$ cat src/rtl/mini_alu_pkg.sv
// Shared constants, state encoding and function codes for the Mini ALU.
// Used by the sweeper and by the output mux.
package mini_alu_pkg;

   localparam int DATA_W = 6;
   localparam int FXN_W  = 3;

   typedef enum logic [1:0] {
      IDLE,
      SETTLE,
      HOLD
   } state_t;

   localparam logic [FXN_W-1:0] FXN_ADD = 3'd0;
   localparam logic [FXN_W-1:0] FXN_SUB = 3'd1;
   localparam logic [FXN_W-1:0] FXN_AND = 3'd2;
   localparam logic [FXN_W-1:0] FXN_OR  = 3'd3;
   localparam logic [FXN_W-1:0] FXN_XOR = 3'd4;
   localparam logic [FXN_W-1:0] FXN_NOT = 3'd5;
   localparam logic [FXN_W-1:0] FXN_SHL = 3'd6;
   localparam logic [FXN_W-1:0] FXN_CMP = 3'd7;

endpackage

$ cat src/rtl/mini_alu_sweeper.sv
// Steps the Mini ALU through every function code for one latched
// operand pair and streams each result out over valid/ready.
module mini_alu_sweeper
   import mini_alu_pkg::*;
#(
   parameter int NUM_FXN       = 8,
   parameter int SETTLE_CYCLES = 1
) (
   input  logic              clk,
   input  logic              reset,
   input  logic              start,
   input  logic [DATA_W-1:0] a_in,
   input  logic [DATA_W-1:0] b_in,
   output logic [FXN_W-1:0]  fxn_code,
   output logic [DATA_W-1:0] alu_a,
   output logic [DATA_W-1:0] alu_b,
   input  logic [DATA_W-1:0] alu_result,
   output logic              res_valid,
   input  logic              res_ready,
   output logic [DATA_W-1:0] res_data,
   output logic [FXN_W-1:0]  res_fxn,
   output logic              busy,
   output logic              done
);

   localparam int CNT_W = (SETTLE_CYCLES > 1) ? $clog2(SETTLE_CYCLES) : 1;
   localparam logic [CNT_W-1:0] CNT_LOAD = CNT_W'(SETTLE_CYCLES - 1);
   localparam logic [FXN_W-1:0] LAST_FXN = FXN_W'(NUM_FXN - 1);

   state_t           state;
   logic [CNT_W-1:0] cnt;

   assign busy = (state != IDLE);

   always_ff @(posedge clk) begin
      if (reset) begin
         state     <= IDLE;
         cnt       <= '0;
         fxn_code  <= '0;
         alu_a     <= '0;
         alu_b     <= '0;
         res_data  <= '0;
         res_fxn   <= '0;
         res_valid <= 1'b0;
         done      <= 1'b0;
      end else begin
         done <= 1'b0;
         unique case (state)
            IDLE: begin
               if (start) begin
                  alu_a    <= a_in;
                  alu_b    <= b_in;
                  fxn_code <= FXN_ADD;
                  cnt      <= CNT_LOAD;
                  state    <= SETTLE;
               end
            end
            SETTLE: begin
               if (cnt == '0) begin
                  res_data  <= alu_result;
                  res_fxn   <= fxn_code;
                  res_valid <= 1'b1;
                  state     <= HOLD;
               end else begin
                  cnt <= cnt - 1'b1;
               end
            end
            HOLD: begin
               // everything feeding res_data stays frozen until accepted
               if (res_valid && res_ready) begin
                  res_valid <= 1'b0;
                  if (fxn_code == LAST_FXN) begin
                     done  <= 1'b1;
                     state <= IDLE;
                  end else begin
                     fxn_code <= fxn_code + 1'b1;
                     cnt      <= CNT_LOAD;
                     state    <= SETTLE;
                  end
               end
            end
            default: state <= IDLE;
         endcase
      end
   end

endmodule

$ cat config.mk
export PLATFORM = sky130hd
export DESIGN_NAME = mini_alu_sweeper
export DESIGN_NICKNAME = d
export VERILOG_FILES = /design/src/rtl/mini_alu_pkg.sv /design/src/rtl/mini_alu_sweeper.sv
export SDC_FILE = /design/constraint.sdc
export NUM_CORES = 1
export LEC_CHECK = 0
export CAP_MARGIN = 20
export CORE_ASPECT_RATIO = 0.5
export CORE_MARGIN = 3
export CORE_UTILIZATION = 40
export DETAILED_ROUTE_END_ITERATION = 12
export PLACE_DENSITY_LB_ADDON = 0.05
export SLEW_MARGIN = 20
export SYNTH_ARGS = -nofsm -noshare
export SYNTH_HDL_FRONTEND = slang
export SYNTH_SLANG_ARGS = --single-unit
$ cat constraint.sdc
create_clock -name clk -period 1.8 [get_ports clk]
set_clock_uncertainty 0.15 [all_clocks]
set_input_delay 0.36 -clock clk [delete_from_list [all_inputs] [get_ports clk]]
set_output_delay 0.36 -clock clk [all_outputs]
set_load 0.05 [all_outputs]
---- Word level (Yosys, flattened, before mapping) ----
Cells that the tools add are included.
storage, ports and cells
  input bits .............................. 22
  bits in registers ....................... 29
operators by class
  reduce and logical (&&, ||, !) cells .... 13
  equal/unequal tests ..................... 7
  bitwise gates (word level) .............. 3
  mux-type cells .......................... 18
  add/sub/neg operators ................... 2
operators by type and width
  kind                                                  number
  2-to-1 mux 3 bit                                      3
  2-to-1 mux 1 bit                                      8
  != test 2 bit (second input constant)                 4
  AND reduction 4 bit                                   2
  2-to-1 mux 2 bit                                      3
  case mux 2 bit (3 select lines)                       1
  case mux 3 bit (2 select lines)                       1
  AND reduction 3 bit                                   2
  nonzero test 2 bit                                    3
  AND reduction 2 bit                                   2
  adder 3 x 1 -> 3 bit (second input constant)          1
  equality test 3 bit (second input constant)           1
  NOT 1 bit                                             3
  case mux 1 bit (3 select lines)                       1
  nonzero test 3 bit                                    1
  OR reduction 3 bit                                    1
  equality test 2 x 1 -> 1 bit (second input constant)  1
  equality test 2 bit (second input constant)           1
  zero test 2 bit                                       1
  case mux 1 bit (2 select lines)                       1
  logical AND 1 bit                                     1
  subtractor 1 bit (second input constant)              1

---- Logic depth before layout (Yosys ltp) ----
  depth after elaboration ................. 4
  gate-level depth with buffers ........... 4
  gate-level depth less buffers ........... 4

---- Worst setup path before layout ----
OpenSTA, ideal clock, no wires.
  kind .................................... flip-flop to flip-flop
  from .................................... register fxn_code[0]
  to ...................................... register fxn_code[0]
  period minus slack after synthesis ...... 1.691 ns
  library setup time ...................... 0.067 ns
  buffers on the path ..................... 0
  data arrival time ....................... 1.474 ns
  stages on the path, launching flop included .. 5
  setup slack ............................. 0.109 ns
  cell sequence ........................... dfxtp_1 -> ha_1 -> ha_1 -> or3_1 -> a21oi_2
on the way
  longest elaborated chain between the ends .. 4
  elaborated cells on any way between the ends .. 7
  those cells by class .................... add/sub (1); eq/ne (2); mux (3); reduce/logical (1)
ends and longest elaborated chain
  element                          line                    source
  from (decl)                      mini_alu_sweeper.sv:14  output logic [FXN_W-1:0] fxn_code,
  from (signal assigned)           mini_alu_sweeper.sv:76  fxn_code <= fxn_code + 1'b1;
  adder 3 x 1 -> 3 bit             mini_alu_sweeper.sv:76
  2-to-1 mux 3 bit                 mini_alu_sweeper.sv:72  if (fxn_code == LAST_FXN) begin
  2-to-1 mux 3 bit                 mini_alu_sweeper.sv:70  if (res_valid && res_ready) begin
  case mux 3 bit (2 select lines)  mini_alu_sweeper.sv:48  unique case (state)
Several ways; a longest one is shown, not always the timed one. The select of a mux whose other input is x is not followed.
A chain may end at the register's enable or synchronous reset.

---- Worst setup path after layout ----
  from .................................... register state[1]
  to ...................................... output busy
on the way
  longest elaborated chain between the ends .. 1
ends and longest elaborated chain
  element                 line                    source
  from (decl)             mini_alu_sweeper.sv:30  state_t state;
  from (signal assigned)  mini_alu_sweeper.sv:37  state <= IDLE;
  from (signal assigned)  mini_alu_sweeper.sv:55  state <= SETTLE;
  from (signal assigned)  mini_alu_sweeper.sv:63  state <= HOLD;
  nonzero test 2 bit      mini_alu_sweeper.sv:33  assign busy = (state != IDLE);
  to (decl)               mini_alu_sweeper.sv:22  output logic busy,
Every way passes these cells.

==> results.toml <==
[clocking]
postCtsHoldBufs = 0
cts_sinks = 28
path_clk_slew_ps = 90
clk_latency_ps = 270
cts_made_buffers = 3
postCtsResizedCells = 0
tritoncts = "yes"
post_cts_buffers = 0
cts-htree-levels = 1
clk_path_buf_depth = 2
cts-root-buf = "clkbuf_8"

[floorplanning]
initial_core_util_pct = 44.9
core.rowCount = 12
io-pin-count = 49
die_w_um = 78.8
core_area_sq_mm = 0.00236
dieArea_sq_mm = 0.00334
die_h_um = 42.4

[synth]
yosys.cell_count.top_type = "nand2_1"
async_flop_share_pct = 0
synth_ff_type = "dfxtp_1"
synth_top_area_share_pct = 53.0
syn_area_per_cell_sq_um = 8.68
synth_area_sq_mm = 0.00106
ys_warn_count = 0
synth-edff-count = 0
synth-seq-cells = 28
synth_cell_types = 24
syn_inst = 122
synth.largest_area_cell = "dfxtp_1"
synth_area_leaders = "dfxtp_1 53%, nand2_1 15%, a21oi_1 10%"
synth_commonest_cells = "43 x nand2_1, 28 x dfxtp_1, 22 x a21oi_1"
ys_seq_area_share_pct = 53.0
syn_nets = 146

[routing]
first_pass_iters = 4
vias = 975
drt-wirelength-per-cell_um = 11.9
drtAntennaViolNets = 0
routed_wl_um = 2450
drc = 0
via_per_inst = 4.73
drt-initial-drc-count = 34

[global_route]
grt_overflow = 0
grt_pass1_vias = 911
antenna_found_initial = 0
grt_usage_pct = 15.5
grt_pass1_wl_um = 4110
grt_max_degree = 17

[sta]
period_share_pct = 93.6
rsz0062_at_grt = "no"
final_max_slew_viol_count = 0
fin_crit_ps = 1680
relSlewSlack_pct = 74.2
setup_violations = 0
finalSetupTns_ps = 0
fmax_mhz = 594
hold_viol = 0
worst_pin_slew_ps = 387

[worst_setup_path]
crit_arrival_ps = 1170
ff2ff_path_depth = 4
slowest_stage = "dfxtp_1"
max_stage_delay_ps = 400
crit-reg2reg-launch = "fxn_code[1]"
r2r_end = "fxn_code[0]"
crit_path_start_kind = "flop"
cp-end-kind = "output port"
crit_required_ps = 1290
critical_path_class = "flop to output port"
rrSetupSlack_ps = 290
crit_fanout = 7
worstPathCellList = "or2_2, buf_12"
worst-path-buf-inv = 1
crit_family = "flip-flops"

[power]
power.leakage_uw = 0.000699
p_per_area_mw_per_mm2 = 894
max-vdd-ir-drop_mv = 0.742
pwr-share-comb_pct = 21.1
internal-power_uw = 1070
power_frac_clock_pct = 33.0
seq_power_share_pct = 45.9
switching_power_uw = 394
swShare_pct = 26.8
totalPowerFinal_uw = 1470

[outcome]
status = "completed"

[place]
gp_congestion = 0.723
place_area_sq_mm = 0.00157
hpwl_um = 1820
portBuffers = 48

[layout]
area_growth_pct = 55.1
finalInstanceArea_sq_mm = 0.00164
layout.nets = 196
drive_above_1_share_pct = 24.0
diodes = 0

[hold_path]
hp-class = "flop to flop"
hp-start = "res_data[2]"
whs_path_depth = 2
hold_end = "res_data[2]"

[run]
max_cap_viol_count = 0
-- kinds of logic (layout without fill, tap and decap cells) --
| logic type | count (synthesis) | after routing | share of synthesized area [%] |
|---|---|---|---|
| AND/OR/NAND/NOR | 57 | 57 | 26.2 |
| buffers and inverters | 7 | 56 | 3.55 |
| flip-flops | 28 | 28 | 53.0 |
| AO/OA/AOI/OAI | 28 | 28 | 14.9 |
| adder cells (fa/ha/maj) | 2 | 2 | 2.36 |
-- through the flow --
| stage | setup slack (ps) | utilization, % | cells | hold slack, ps |
|---|---|---|---|---|
| after detailed placement | 14.0 | 66.6 | 202 | 297 |
| final | 116 | 69.6 | 206 | 308 |
| after floorplan | 109 | - | 122 | 346 |
| after global routing | 57.4 | 69.6 | 206 | 325 |
| after global placement | 32.1 | 66.6 | 202 | 293 |
| after CTS | 106 | 69.6 | 206 | 310 |
-- cell usage in the layout (no fill, tap or decap), types with 2 or more instances in the layout --
cell type and count:
a21oi_1 22, buf_12 5, buf_4 26, clkbuf_8 3, clkdlybuf4s50_1 21, dfxtp_1 28
ha_1 2, nand2_1 43, nand2b_1 3, o2bb2ai_1 2
-- area by class of cell --
| type | instances | area (sq um) |
|---|---|---|
| multi-input combinational | 87 | 460 |
| sequential | 28 | 561 |
| fill | 187 | 716 |
| tap | 35 | 43.8 |
| clock buffer | 3 | 41.3 |
| timing repair buffer | 52 | 505 |
| clock inverter | 1 | 30.0 |
-- routing by layer --
metal  global-route usage, %  vias up  part of all wire (%)
li1                        -      504                     -
met1                    18.5      437                    44
met2                    26.5       32                    47
met3                    6.01        2                   7.7
met4                    3.14        0                  0.57
met5                       0        -                     0
-- registers in the layout (all words and copies together), names as in the netlist --
name       flops
res_data       6
alu_a          6
done           1
fxn_code       3
alu_b          6
res_valid      1
state          2
res_fxn        3
-- how the worst max path moves through the flow --
stage / from / endpoint / slack (ps) / cells after the start
6_report: state[1] / busy / 120 / 2
5_1_grt: state[1] / busy / 60 / 2
4_1_cts: state[1] / busy / 110 / 2
3_5_place_dp: start / fxn_code[0] / 10 / 4
3_3_place_gp: start / fxn_code[0] / 30 / 4
2_1_floorplan: fxn_code[0] / fxn_code[0] / 110 / 4
-- power by group through the flow --
stage	Sequential, uW	Combinational [uW]	Clock (uW)
finish	674	309	485
global route	679	327	532
global placement	687	308	0
detailed placement	688	311	0
CTS	674	312	500
floorplan	779	93.8	0
-- worst reg2reg max path, cell delays in order (launching register included) --
cell and delay, ps:
dfxtp_1 370, ha_1 200, ha_1 230, or3_1 380, a21oi_2 130
Note: power is estimated with default switching activity, not from simulation.
